`src/rtl/mbinit_repairmb_partner_p_pkg.sv`:
```
// Shared message codes, FSM state encoding and lane-map legality for the
// MBINIT.REPAIRMB partner responder.
package mbinit_pkg;

  localparam int MSG_START_REQ   = 1;
  localparam int MSG_START_RESP  = 2;
  localparam int MSG_END_REQ     = 3;
  localparam int MSG_END_RESP    = 4;
  localparam int MSG_DEGRADE_REQ = 5;
  localparam int MSG_DEGRADE_RSP = 6;

  // Widest lane-group bitmap the legality helper understands.
  localparam int LANE_MAX = 32;

  typedef enum logic [3:0] {
    ST_IDLE,
    ST_WAIT_START,
    ST_BUSY_START,
    ST_START_RESP,
    ST_HANDLE,
    ST_CHECK,
    ST_APPLY_REPEAT,
    ST_BUSY_DEG,
    ST_DEG_RESP,
    ST_BUSY_END,
    ST_END_RESP,
    ST_DONE,
    ST_ERROR
  } state_e;

  // Legal maps: all groups, lower half only, or upper half only.
  function automatic logic lane_map_legal(input logic [LANE_MAX-1:0] map,
                                          input int width);
    logic [LANE_MAX-1:0] full;
    logic [LANE_MAX-1:0] lo;
    logic [LANE_MAX-1:0] hi;
    full = (width >= LANE_MAX) ? '1 : ((LANE_MAX'(1) << width) - LANE_MAX'(1));
    lo   = (LANE_MAX'(1) << (width / 2)) - LANE_MAX'(1);
    hi   = full & ~lo;
    return (map != '0) && ((map == full) || (map == lo) || (map == hi));
  endfunction

endpackage

```
`src/rtl/mbinit_repairmb_partner_p_if.sv`:
```
// Sideband-facing bundle of the REPAIRMB partner: RX decode, TX arbiter and
// repeater handshakes. The partner FSM uses the slave view.
interface mbinit_sb_if #(
  parameter int MSG_W    = 4,
  parameter int LANE_GRP = 2,
  parameter int ROUND_W  = 2
);
  logic                i_MBINIT_REVERSALMB_end;
  logic                i_Busy_SideBand;
  logic                i_falling_edge_busy;
  logic [MSG_W-1:0]    i_RX_SbMessage;
  logic                i_msg_valid;
  logic [LANE_GRP-1:0] i_Functional_Lanes;
  logic                i_Done_Repeater;
  logic                i_Transmitter_initiated_Data_to_CLK_en;

  logic                o_Start_Repeater;
  logic                o_apply_repeater;
  logic [MSG_W-1:0]    o_TX_SbMessage;
  logic                o_ValidOutDatat_REPAIRMB_Module_Partner;
  logic [LANE_GRP-1:0] o_Functional_Lanes;
  logic [ROUND_W-1:0]  o_degrade_round;
  logic                o_train_error;
  logic                o_MBINIT_REPAIRMB_Module_Partner_end;

  modport slave (
    input  i_MBINIT_REVERSALMB_end, i_Busy_SideBand, i_falling_edge_busy,
           i_RX_SbMessage, i_msg_valid, i_Functional_Lanes, i_Done_Repeater,
           i_Transmitter_initiated_Data_to_CLK_en,
    output o_Start_Repeater, o_apply_repeater, o_TX_SbMessage,
           o_ValidOutDatat_REPAIRMB_Module_Partner, o_Functional_Lanes,
           o_degrade_round, o_train_error, o_MBINIT_REPAIRMB_Module_Partner_end
  );

  modport master (
    output i_MBINIT_REVERSALMB_end, i_Busy_SideBand, i_falling_edge_busy,
           i_RX_SbMessage, i_msg_valid, i_Functional_Lanes, i_Done_Repeater,
           i_Transmitter_initiated_Data_to_CLK_en,
    input  o_Start_Repeater, o_apply_repeater, o_TX_SbMessage,
           o_ValidOutDatat_REPAIRMB_Module_Partner, o_Functional_Lanes,
           o_degrade_round, o_train_error, o_MBINIT_REPAIRMB_Module_Partner_end
  );
endinterface

```
`src/rtl/mbinit_repairmb_partner_p_lane_map_checker.sv`:
```
// Combinational evaluation of a captured partner lane map against the
// currently applied RX width.
module mbinit_lane_map_checker
  import mbinit_pkg::*;
#(
  parameter int LANE_GRP = 2,
  parameter int ROUND_W  = 2
) (
  input  logic [LANE_GRP-1:0] lane_i,
  input  logic [LANE_GRP-1:0] applied_i,
  input  logic [ROUND_W-1:0]  round_i,
  output logic                legal_o,
  output logic                full_o,
  output logic                same_o
);

  assign legal_o = lane_map_legal(LANE_MAX'(lane_i), LANE_GRP);
  assign full_o  = &lane_i;
  // A repeat of the already-applied map only counts once a repeat has run.
  assign same_o  = (lane_i == applied_i) && (round_i != '0);

endmodule

```
`src/rtl/mbinit_repairmb_partner_p.sv`:
```
// Partner-side responder FSM for MBINIT.REPAIRMB with width degrade,
// bounded repeater rounds, a watchdog and a sticky error state.
//
// state        | meaning
// -------------+-----------------------------------------------------
// IDLE         | step disabled, waiting for enable
// WAIT_START   | waiting for start_req
// BUSY_START   | start_resp queued, waiting for TX sideband idle
// START_RESP   | sending start_resp until TX finishes
// HANDLE       | waiting for degrade_req or end_req
// CHECK        | one-cycle evaluation of the captured lane map
// APPLY_REPEAT | repeater kicked, waiting for local repeat done
// BUSY_DEG     | degrade_resp queued, waiting for TX sideband idle
// DEG_RESP     | sending degrade_resp until TX finishes
// BUSY_END     | end_resp queued, waiting for TX sideband idle
// END_RESP     | sending end_resp until TX finishes
// DONE         | step complete, end output held
// ERROR        | sticky training error, held until enable drops
module mbinit_repairmb_partner_p
  import mbinit_pkg::*;
#(
  parameter int MSG_W          = 4,
  parameter int LANE_GRP       = 2,
  parameter int MAX_ROUNDS     = 2,
  parameter int TIMEOUT_CYCLES = 8000,
  parameter int TO_W           = 16
) (
  input logic     CLK,
  input logic     rst_n,
  mbinit_sb_if.slave sb
);

  localparam int ROUND_W = $clog2(MAX_ROUNDS + 1);
  localparam bit WD_EN   = (TIMEOUT_CYCLES != 0);
  localparam logic [TO_W-1:0] TO_LOAD = WD_EN ? TO_W'(TIMEOUT_CYCLES - 1) : '0;

  state_e              cs_q, ns;
  logic [LANE_GRP-1:0] lane_q, lane_d;
  logic [LANE_GRP-1:0] lanes_q, lanes_d;
  logic [ROUND_W-1:0]  round_q, round_d;
  logic                cont_q, cont_d;
  logic                apply_q, apply_d;
  logic                start_rep_q, start_rep_d;
  logic [TO_W-1:0]     cnt_q, cnt_d;
  logic [MSG_W-1:0]    tx_msg_q, tx_msg_d;
  logic                valid_q, valid_d;
  logic                end_q, end_d;
  logic                err_q, err_d;

  logic map_legal, map_full, map_same;
  logic counting, timeout;
  logic msg_start, msg_end, msg_deg;

  mbinit_lane_map_checker #(
    .LANE_GRP (LANE_GRP),
    .ROUND_W  (ROUND_W)
  ) u_checker (
    .lane_i    (lane_q),
    .applied_i (lanes_q),
    .round_i   (round_q),
    .legal_o   (map_legal),
    .full_o    (map_full),
    .same_o    (map_same)
  );

  assign msg_start = sb.i_msg_valid && (sb.i_RX_SbMessage == MSG_W'(MSG_START_REQ));
  assign msg_end   = sb.i_msg_valid && (sb.i_RX_SbMessage == MSG_W'(MSG_END_REQ));
  assign msg_deg   = sb.i_msg_valid && (sb.i_RX_SbMessage == MSG_W'(MSG_DEGRADE_REQ));

  // Watchdog is a down-counter reloaded on every state change.
  assign counting = !(cs_q inside {ST_IDLE, ST_DONE, ST_ERROR});
  assign timeout  = WD_EN && counting && (cnt_q == '0);

  always_comb begin
    ns          = cs_q;
    lane_d      = lane_q;
    lanes_d     = lanes_q;
    round_d     = round_q;
    cont_d      = cont_q;
    apply_d     = apply_q;
    start_rep_d = 1'b0;

    if (!sb.i_MBINIT_REVERSALMB_end) begin
      ns      = ST_IDLE;
      cont_d  = 1'b0;
      round_d = '0;
      apply_d = 1'b0;
    end else if (timeout) begin
      ns = ST_ERROR;
    end else begin
      unique case (cs_q)
        ST_IDLE: begin
          ns      = ST_WAIT_START;
          lanes_d = '1;
          cont_d  = 1'b0;
          round_d = '0;
        end
        ST_WAIT_START: if (msg_start) ns = ST_BUSY_START;
        ST_BUSY_START: if (!sb.i_Busy_SideBand) ns = ST_START_RESP;
        ST_START_RESP: if (sb.i_falling_edge_busy) ns = ST_HANDLE;
        ST_HANDLE: begin
          if (msg_deg && !sb.i_Transmitter_initiated_Data_to_CLK_en) begin
            ns     = ST_CHECK;
            lane_d = sb.i_Functional_Lanes;
          end else if (msg_end && cont_q) begin
            ns = ST_BUSY_END;
          end
        end
        ST_CHECK: begin
          if (!map_legal) begin
            ns = ST_ERROR;
          end else if (map_full || map_same) begin
            cont_d = 1'b1;
            ns     = ST_BUSY_DEG;
          end else if (round_q == ROUND_W'(MAX_ROUNDS)) begin
            ns = ST_ERROR;
          end else begin
            lanes_d = lane_q;
            apply_d = 1'b1;
            cont_d  = 1'b0;
            ns      = ST_APPLY_REPEAT;
          end
        end
        ST_APPLY_REPEAT: begin
          // First cycle here converts the apply request into the start pulse.
          if (apply_q) begin
            start_rep_d = 1'b1;
            apply_d     = 1'b0;
            round_d     = round_q + ROUND_W'(1);
          end else if (sb.i_Done_Repeater) begin
            ns = ST_HANDLE;
          end
        end
        ST_BUSY_DEG:  if (!sb.i_Busy_SideBand) ns = ST_DEG_RESP;
        ST_DEG_RESP:  if (sb.i_falling_edge_busy) ns = ST_HANDLE;
        ST_BUSY_END:  if (!sb.i_Busy_SideBand) ns = ST_END_RESP;
        ST_END_RESP:  if (sb.i_falling_edge_busy) ns = ST_DONE;
        default: ;
      endcase
    end

    if (ns != cs_q)     cnt_d = TO_LOAD;
    else if (timeout)   cnt_d = cnt_q;
    else if (counting)  cnt_d = cnt_q - TO_W'(1);
    else                cnt_d = cnt_q;

    tx_msg_d = '0;
    valid_d  = 1'b0;
    unique case (ns)
      ST_START_RESP: begin tx_msg_d = MSG_W'(MSG_START_RESP);  valid_d = 1'b1; end
      ST_DEG_RESP:   begin tx_msg_d = MSG_W'(MSG_DEGRADE_RSP); valid_d = 1'b1; end
      ST_END_RESP:   begin tx_msg_d = MSG_W'(MSG_END_RESP);    valid_d = 1'b1; end
      default: ;
    endcase
    end_d = (ns == ST_DONE);
    err_d = (ns == ST_ERROR);
  end

  always_ff @(posedge CLK or negedge rst_n) begin
    if (!rst_n) begin
      cs_q        <= ST_IDLE;
      lane_q      <= '0;
      lanes_q     <= '1;
      round_q     <= '0;
      cont_q      <= 1'b0;
      apply_q     <= 1'b0;
      start_rep_q <= 1'b0;
      cnt_q       <= TO_LOAD;
      tx_msg_q    <= '0;
      valid_q     <= 1'b0;
      end_q       <= 1'b0;
      err_q       <= 1'b0;
    end else begin
      cs_q        <= ns;
      lane_q      <= lane_d;
      lanes_q     <= lanes_d;
      round_q     <= round_d;
      cont_q      <= cont_d;
      apply_q     <= apply_d;
      start_rep_q <= start_rep_d;
      cnt_q       <= cnt_d;
      tx_msg_q    <= tx_msg_d;
      valid_q     <= valid_d;
      end_q       <= end_d;
      err_q       <= err_d;
    end
  end

  assign sb.o_Start_Repeater                        = start_rep_q;
  assign sb.o_apply_repeater                        = apply_q;
  assign sb.o_TX_SbMessage                          = tx_msg_q;
  assign sb.o_ValidOutDatat_REPAIRMB_Module_Partner = valid_q;
  assign sb.o_Functional_Lanes                      = lanes_q;
  assign sb.o_degrade_round                         = round_q;
  assign sb.o_train_error                           = err_q;
  assign sb.o_MBINIT_REPAIRMB_Module_Partner_end    = end_q;

endmodule
```
`src/flat_wrapper.sv`:
```
// flat-port wrapper written by rule: the top's interface ports become plain ports
module mbinit_repairmb_partner_p_flat import mbinit_pkg::*;
#(
  parameter int MSG_W          = 4,
  parameter int LANE_GRP       = 2,
  parameter int MAX_ROUNDS     = 2,
  parameter int TIMEOUT_CYCLES = 8000,
  parameter int TO_W           = 16
)
  (CLK, rst_n, sb_i_MBINIT_REVERSALMB_end, sb_i_Busy_SideBand, sb_i_falling_edge_busy, sb_i_RX_SbMessage, sb_i_msg_valid, sb_i_Functional_Lanes, sb_i_Done_Repeater, sb_i_Transmitter_initiated_Data_to_CLK_en, sb_o_Start_Repeater, sb_o_apply_repeater, sb_o_TX_SbMessage, sb_o_ValidOutDatat_REPAIRMB_Module_Partner, sb_o_Functional_Lanes, sb_o_degrade_round, sb_o_train_error, sb_o_MBINIT_REPAIRMB_Module_Partner_end);
  mbinit_sb_if #(.MSG_W(MSG_W), .LANE_GRP(LANE_GRP)) sb_i ();
  input logic CLK;
  input logic rst_n;
  input wire logic [$bits(sb_i.i_MBINIT_REVERSALMB_end)-1:0] sb_i_MBINIT_REVERSALMB_end;
  input wire logic [$bits(sb_i.i_Busy_SideBand)-1:0] sb_i_Busy_SideBand;
  input wire logic [$bits(sb_i.i_falling_edge_busy)-1:0] sb_i_falling_edge_busy;
  input wire logic [$bits(sb_i.i_RX_SbMessage)-1:0] sb_i_RX_SbMessage;
  input wire logic [$bits(sb_i.i_msg_valid)-1:0] sb_i_msg_valid;
  input wire logic [$bits(sb_i.i_Functional_Lanes)-1:0] sb_i_Functional_Lanes;
  input wire logic [$bits(sb_i.i_Done_Repeater)-1:0] sb_i_Done_Repeater;
  input wire logic [$bits(sb_i.i_Transmitter_initiated_Data_to_CLK_en)-1:0] sb_i_Transmitter_initiated_Data_to_CLK_en;
  output wire logic [$bits(sb_i.o_Start_Repeater)-1:0] sb_o_Start_Repeater;
  output wire logic [$bits(sb_i.o_apply_repeater)-1:0] sb_o_apply_repeater;
  output wire logic [$bits(sb_i.o_TX_SbMessage)-1:0] sb_o_TX_SbMessage;
  output wire logic [$bits(sb_i.o_ValidOutDatat_REPAIRMB_Module_Partner)-1:0] sb_o_ValidOutDatat_REPAIRMB_Module_Partner;
  output wire logic [$bits(sb_i.o_Functional_Lanes)-1:0] sb_o_Functional_Lanes;
  output wire logic [$bits(sb_i.o_degrade_round)-1:0] sb_o_degrade_round;
  output wire logic [$bits(sb_i.o_train_error)-1:0] sb_o_train_error;
  output wire logic [$bits(sb_i.o_MBINIT_REPAIRMB_Module_Partner_end)-1:0] sb_o_MBINIT_REPAIRMB_Module_Partner_end;
  assign sb_i.i_MBINIT_REVERSALMB_end = sb_i_MBINIT_REVERSALMB_end;
  assign sb_i.i_Busy_SideBand = sb_i_Busy_SideBand;
  assign sb_i.i_falling_edge_busy = sb_i_falling_edge_busy;
  assign sb_i.i_RX_SbMessage = sb_i_RX_SbMessage;
  assign sb_i.i_msg_valid = sb_i_msg_valid;
  assign sb_i.i_Functional_Lanes = sb_i_Functional_Lanes;
  assign sb_i.i_Done_Repeater = sb_i_Done_Repeater;
  assign sb_i.i_Transmitter_initiated_Data_to_CLK_en = sb_i_Transmitter_initiated_Data_to_CLK_en;
  assign sb_o_Start_Repeater = sb_i.o_Start_Repeater;
  assign sb_o_apply_repeater = sb_i.o_apply_repeater;
  assign sb_o_TX_SbMessage = sb_i.o_TX_SbMessage;
  assign sb_o_ValidOutDatat_REPAIRMB_Module_Partner = sb_i.o_ValidOutDatat_REPAIRMB_Module_Partner;
  assign sb_o_Functional_Lanes = sb_i.o_Functional_Lanes;
  assign sb_o_degrade_round = sb_i.o_degrade_round;
  assign sb_o_train_error = sb_i.o_train_error;
  assign sb_o_MBINIT_REPAIRMB_Module_Partner_end = sb_i.o_MBINIT_REPAIRMB_Module_Partner_end;
  mbinit_repairmb_partner_p #(.MSG_W(MSG_W), .LANE_GRP(LANE_GRP), .MAX_ROUNDS(MAX_ROUNDS), .TIMEOUT_CYCLES(TIMEOUT_CYCLES), .TO_W(TO_W)) u_core (.CLK(CLK), .rst_n(rst_n), .sb(sb_i));
endmodule
```
`config.mk`:
```
export PLATFORM = sky130hd
export DESIGN_NAME = mbinit_repairmb_partner_p_flat
export DESIGN_NICKNAME = d
export VERILOG_FILES = /design/src/rtl/mbinit_repairmb_partner_p_pkg.sv /design/src/rtl/mbinit_repairmb_partner_p_if.sv /design/src/rtl/mbinit_repairmb_partner_p_lane_map_checker.sv /design/src/rtl/mbinit_repairmb_partner_p.sv /design/src/flat_wrapper.sv
export SDC_FILE = /design/constraint.sdc
export NUM_CORES = 1
export LEC_CHECK = 0
export BUFFER_PORTS_ARGS = -buffer_cell sky130_fd_sc_hd__buf_4
export CELL_PAD_IN_SITES_DETAIL_PLACEMENT = 2
export CELL_PAD_IN_SITES_GLOBAL_PLACEMENT = 2
export CORE_AREA = 5 5 83 85
export DETAILED_ROUTE_END_ITERATION = 12
export DIE_AREA = 0 0 88 90
export GPL_ROUTABILITY_DRIVEN = 0
export HOLD_SLACK_MARGIN = 0.1
export PLACE_DENSITY_LB_ADDON = 0.1
export SLEW_MARGIN = 20
export SYNTH_ARGS = -nofsm -noshare
export SYNTH_HDL_FRONTEND = slang
export SYNTH_SLANG_ARGS = --single-unit
```
`constraint.sdc`:
```
create_clock -name CLK -period 5.9 [get_ports CLK]
set_clock_uncertainty 0.15 [all_clocks]
set_input_delay 0.885 -clock CLK [delete_from_list [all_inputs] [get_ports CLK]]
set_output_delay 0.885 -clock CLK [all_outputs]
set_load 0.01 [all_outputs]
```
==> flow_metrics.tcl, run 1 <==
set metrics [dict create \
    synthTopCellsByCount "nor2_1 (23), dfrtp_1 (21), nand2_1 (18)" \
    ios 27 \
    cts-root-buf "clkbuf_8" \
    cap_violations 0 \
    r2r_setup_slack_ns 2.71 \
    portBuffers 24 \
    yosysUniqueCellTypes 61 \
    cts_tree "yes" \
    rr_endpoint "u_core.cnt_q[6]" \
    clock_sinks 34 \
    die_x_um 88 \
    h-tree-depth 2 \
    min_period_over_period_pct 54.1 \
    dp_hpwl_um 4600 \
    tns_ns 0 \
    antenna_found_initial 0 \
    flow.area_growth_from_synthesis_pct 12.0 \
    antenna_left 0 \
    rr_startpoint "u_core.cs_q[2]" \
    clockBufferDepth 2 \
    routed_wl_um 6440 \
    syn_area_um2 2250 \
    rr_worst_depth 7 \
    synth_edf_count 0 \
    crit_end "u_core.cnt_q[6]" \
    drt_iter0_markers 84 \
    n_antenna_cell 0 \
    grt_max_degree 35 \
    synth_top_cell_area_share_pct 23.3 \
    synth_top_area_cell "dfrtp_1" \
    drc 0 \
    core_area_um2 6130 \
    postCtsSetupRepairBufs 0 \
    crit_path_max_fanout 27 \
    dieArea_um2 7920 \
    wl_per_cell_um 18.6 \
    drv_slew 0 \
    numCtsBuffers 5 \
    avgSynthCellArea_um2 8.83 \
    grt_pass1_vias 2093 \
    grt_overflow 0 \
    critPathRequiredTime_ns 5.92 \
    synth_area_leaders "dfrtp_1 (23%), dfstp_2 (15%), nor2_1 (3.8%), nand3_1 (3.1%), nand2_1 (3.0%)" \
    period_needed_ns 3.19 \
    num_rows 29 \
    die_y_um 90 \
    seq_area_frac_synth_pct 38.5 \
    holdCritPathClass "flip-flop to flip-flop" \
    relSlewSlack_pct 44.8 \
    rsz0062_at_grt "no" \
    syn_inst 255 \
    grt.total_usage_pct 16.9 \
    startpoint "u_core.cs_q[2]" \
    final_nets 286 \
    critPathCaptureType "flip-flop" \
    crit_path_start_kind "flip-flop" \
    fmax_ghz 0.313 \
    ys_warn_count 0 \
    num_vias 1945 \
    worstMarginPinSlew_ns 0.827 \
    cts_resized 0 \
    start_util_pct 36.7 \
    async_flop_share_pct 100 \
    synth_most_common_cell "nor2_1" \
    status "finished, final reports clean" \
    postCtsHoldBufs 0 \
    finalHoldViolCount 0 \
    firstDrtPassIters 4 \
    path_class "flip-flop to flip-flop" \
    synth_seq_cells 34 \
    p_leak_nw 1.07 \
    power_density_nw_per_um2 187 \
    multi_input_area_um2 1250 \
    drive_gt1_share_pct 21.1 \
    vias_per_cell 5.61 \
    finalSetupViolCount 0 \
    synth_ff_type "dfrtp_1" \
    utilization_pct 41.1 \
    ir_worst_vdd_v 0.000106 \
    arrival_ns 3.21 \
    path_clk_slew_ns 0.07 \
    final-seq-area_um2 867 \
    fillers 704 \
    grt_pass1_wl_um 10800 \
    clock_latency_ns 0.28 \
]
[flip-flops by register name (all words and copies together) (netlist names), 2 cells and up]
signal,flops
u_core.cs_q,4
u_core.sb.o_Functional_Lanes,2
u_core.sb.o_degrade_round,2
u_core.lane_q,2
u_core.cnt_q,16
u_core.sb.o_TX_SbMessage,2
[worst max-delay path: stages, from the launching register on]
cell and delay [ns]:
dfrtp_1 0.88, nor4b_2 0.48, o211ai_1 0.18, o211ai_1 0.15, nor3_1 0.09, or4_1 0.49
and4_1 0.40, and3b_1 0.25
[power breakdown]
group | total (W) | leakage (nW) | internal [W] | switching (W)
clock | 0.000181 | 0.0482 | 0.0000943 | 0.0000863
combinational | 0.0000456 | 0.589 | 0.0000176 | 0.0000280
sequential | 0.000244 | 0.428 | 0.000238 | 0.00000646
total | 0.000470 | 1.07 | 0.000350 | 0.000121
[layout make-up]
cell class / count / area share [%]
sequential: 34 / 34.4
clock buffer: 7 / 3.43
clock inverter: 1 / 0.199
tap: 77 / 3.82
multi-input combinational: 196 / 49.8
timing repair buffer: 24 / 7.15
inverter: 8 / 1.19
[how the worst min path moves through the flow]
stage                                start          endpoint  slack, ns  depth (start not counted)
after floorplan           u_core.cnt_q[10]  u_core.cnt_q[10]       0.34                          2
after detailed placement  u_core.cnt_q[10]  u_core.cnt_q[10]       0.36                          2
after global placement    u_core.cnt_q[10]  u_core.cnt_q[10]       0.35                          2
after CTS                 u_core.cnt_q[10]  u_core.cnt_q[10]       0.37                          2
final                     u_core.cnt_q[10]  u_core.cnt_q[10]       0.36                          2
after global routing      u_core.cnt_q[10]  u_core.cnt_q[10]       0.40                          2
[cell families after synthesis]
family,count (synthesis),synth area share (%)
multiplexers,4,1.95
adder cells (fa/ha/maj),3,1.67
flip-flops,34,38.5
buffers and inverters,26,5.89
AND/OR/NAND/NOR,123,31.8
AO/OA/AOI/OAI,52,15.3
other,1,0.167
XOR/XNOR,12,4.67
[layout by cell type, fill, tap and decap left out, drive strengths merged, types with 3 or more instances in the layout]
cell type	instances
nand2	18
ha	3
or4	4
nor3b	3
inv	8
a21oi	10
nand3	15
o21a	4
clkbuf	7
nor2	24
buf	24
o211ai	3
xnor2	5
nand2b	3
xor2	7
nor4	5
mux2	3
nand4	6
and3	8
or3	3
o22ai	4
dfstp	13
and3b	3
o21ai	13
nand3b	3
nor3	13
dfrtp	21
[metrics by stage]
step           total power [W]  std cells  setup WS, ns  instance area, um^2  hold slack (ns)
2_1_floorplan         0.000278        256          3.06                 2250            0.337
3_3_place_gp          0.000293        339          2.73                 2430            0.354
3_5_place_dp          0.000295        339          2.65                 2430            0.361
4_1_cts               0.000480        347          2.66                 2520            0.374
5_1_grt               0.000503        347          2.50                 2520            0.401
6_report              0.000470        347          2.71                 2520            0.365
[metal layers]
| metal | GRT usage [%] | up-vias | part of all wire [%] |
|---|---|---|---|
| li1 | - | 960 | - |
| met5 | 0 | - | 0 |
| met4 | 3.07 | 0 | 0.45 |
| met3 | 3.47 | 2 | 2.8 |
| met1 | 25.4 | 957 | 52 |
| met2 | 25.0 | 26 | 45 |
No activity file was read; power rests on OpenSTA's default activity.
==> run 2, diff against run 1 <==
- CORE_AREA: 5 5 83 85 -> 5 5 86 88
- DIE_AREA: 0 0 88 90 -> 0 0 91 93
- clock period: 5.9 -> 3.2 ns (I/O delays scaled with it)
==> run 2 against run 1 <==
Compared with the run above: final cell count is 4.9% higher; sequential share of layout area fell by 2.0 points; total power grew 120%; die area up 6.9%; design area is 6.3% higher; clock-buffer cell count fell by 2; flip-flop and latch count did not move; critical endpoint is now u_core.cnt_q[15]; register-to-register slack lost 2.4 ns; clock power increased to 2.7 times the previous value; via count is 5.6% higher.
==> flow_metrics.tcl, run 2 (synthesis results as in run 1) <==
set metrics [dict create \
    layout_commonest_cell "buf_4" \
    drt_iter0_markers 89 \
    ios 27 \
    portBuffers 24 \
    rsz0062_at_grt "no" \
    finalSetupViolCount 0 \
    largest_reg_flops 16 \
    cap_violations 0 \
    path_class "flip-flop to flip-flop" \
    hold_depth 2 \
    flow.area_growth_from_synthesis_pct 19.0 \
    clock_latency_ns 0.29 \
    min_from "sb_i_Functional_Lanes[1]" \
    critPathCaptureType "flip-flop" \
    antenna_left 0 \
    power.clock.fraction_pct 47.5 \
    tns_ns 0 \
    crit_path_start_kind "flip-flop" \
    swShare_pct 23.7 \
    crit_path_max_fanout 16 \
    grt_max_degree 35 \
    layout_common_cells "buf_4 (37), nor2_1 (23), dfrtp_1 (21), nand2_1 (18), nand3_1 (14)" \
    dp_hpwl_um 4890 \
    routed_wl_um 6480 \
    dieArea_um2 8460 \
    n_antenna_cell 0 \
    fin_area_um2 2680 \
    grt_overflow 0 \
    postLayoutSetupSlackWorst_ns 0.271 \
    p_comb_share_pct 9.5 \
    fillers 739 \
    fmax_ghz 0.341 \
    final_nets 300 \
    die_x_um 91 \
    rr_worst_depth 10 \
    cts_resized 0 \
    critPathRequiredTime_ns 3.28 \
    vias_per_cell 5.64 \
    regMostFlops "u_core.cnt_q" \
    drc 0 \
    power_density_nw_per_um2 387 \
    p_int_w 0.000791 \
    num_vias 2053 \
    numCtsBuffers 5 \
    stdcell_count 364 \
    p_seq_share_pct 43.0 \
    core_area_um2 6570 \
    ir_worst_vdd_v 0.000282 \
    antenna_found_initial 0 \
    drv_slew 0 \
    wl_per_cell_um 17.8 \
    p_leak_nw 1.16 \
    holdCritPathClass "input port to flip-flop" \
    hold_end "u_core.lane_q[1]" \
    finalHoldViolCount 0 \
    grt_pass1_vias 2245 \
    cts_tree "yes" \
    period_needed_ns 2.93 \
    utilization_pct 40.8 \
    clockBufferDepth 2 \
    clock_sinks 34 \
    grt.total_usage_pct 16.2 \
    worstMarginPinSlew_ns 0.608 \
    r2r_setup_slack_ns 0.27 \
    path_clk_slew_ns 0.08 \
    h-tree-depth 2 \
    start_util_pct 34.3 \
    status "finished, final reports clean" \
    min_period_over_period_pct 91.5 \
    postCtsSetupRepairBufs 0 \
    arrival_ns 3.01 \
    rr_startpoint "u_core.cnt_q[0]" \
    cts-root-buf "clkbuf_8" \
    num_rows 30 \
    rr_endpoint "u_core.cnt_q[15]" \
    post-place-cells 355 \
    firstDrtPassIters 4 \
    dpl_worst_slack_ns 0.241 \
    switching_power_w 0.000245 \
    place_area_um2 2530 \
    die_y_um 93 \
    drive_gt1_share_pct 25.0 \
    reg_top3 "u_core.cnt_q x16, u_core.cs_q x4" \
    grt_pass1_wl_um 11200 \
    relSlewSlack_pct 59.5 \
]
==> run 2: cell count changes in the layout (fill, tap and decap cells not counted), sizes merged <==
cell	change
buf	+13
bufinv	+2
clkbuf	-2
dlygate4sd3	+1
==> run 2: through the flow <==
| step | total power [W] | hold slack [ns] |
|---|---|---|
| after floorplan | 0.000512 | 0.0344 |
| after global placement | 0.000550 | 0.310 |
| after detailed placement | 0.000553 | 0.317 |
| after CTS | 0.00105 | 0.265 |
| after global routing | 0.00109 | 0.259 |
| final | 0.00104 | 0.269 |
==> run 2: layout make-up <==
cell class | count | area [um^2] | share of cell area (%)
inverter | 8 | 30.0 | 1.12
tap | 80 | 100 | 3.74
multi-input combinational | 196 | 1250 | 46.9
clock buffer | 5 | 68.8 | 2.57
timing repair buffer | 38 | 288 | 10.7
sequential | 34 | 867 | 32.4
clock inverter | 3 | 68.8 | 2.57
==> run 2: critical path, stage by stage (launching register included) <==
cell,delay [ns]
dfstp_2,0.39
inv_1,0.07
ha_1,0.21
or3b_2,0.49
nor4_4,0.34
nand3_2,0.21
nand4_1,0.19
mux2i_1,0.21
and4_1,0.19
buf_4,0.21
and3_1,0.18
==> run 2: power by group through the flow <==
| stage | registers [W] | clock network [W] | logic, W |
|---|---|---|---|
| floorplan | 0.000450 | 0 | 0.0000617 |
| detailed placement | 0.000453 | 0 | 0.0000996 |
| global route | 0.000447 | 0.000531 | 0.000111 |
| CTS | 0.000445 | 0.000504 | 0.000101 |
| global placement | 0.000452 | 0 | 0.0000975 |
| finish | 0.000445 | 0.000492 | 0.0000989 |
==> run 2: worst max path at each step <==
stage                                       from                to  slack [ns]  depth (start not counted)
CTS                              u_core.cnt_q[0]  u_core.cnt_q[10]        0.23                         10
global placement                 u_core.cnt_q[0]  u_core.cnt_q[14]        0.30                         10
floorplan           u_core.sb.o_degrade_round[0]   u_core.cnt_q[6]        0.61                         10
finish                           u_core.cnt_q[0]  u_core.cnt_q[15]        0.27                         10
global route                     u_core.cnt_q[0]  u_core.cnt_q[13]        0.02                         10
detailed placement               u_core.cnt_q[0]  u_core.cnt_q[10]        0.24                         10
==> run 2: layer usage <==
layer  GRT usage, %  share of wire (%)  vias up
met3           2.98                2.6        6
met4           4.40                1.0        0
li1               -                  -      991
met1           23.4                 51     1033
met2           24.7                 45       23
met5              0                  0        -
==> run 2: timing repair <==
item	CTS	global route
hold endpoints to repair	21	0
hold buffers	1	0
endpoints found under the setup margin	0	0
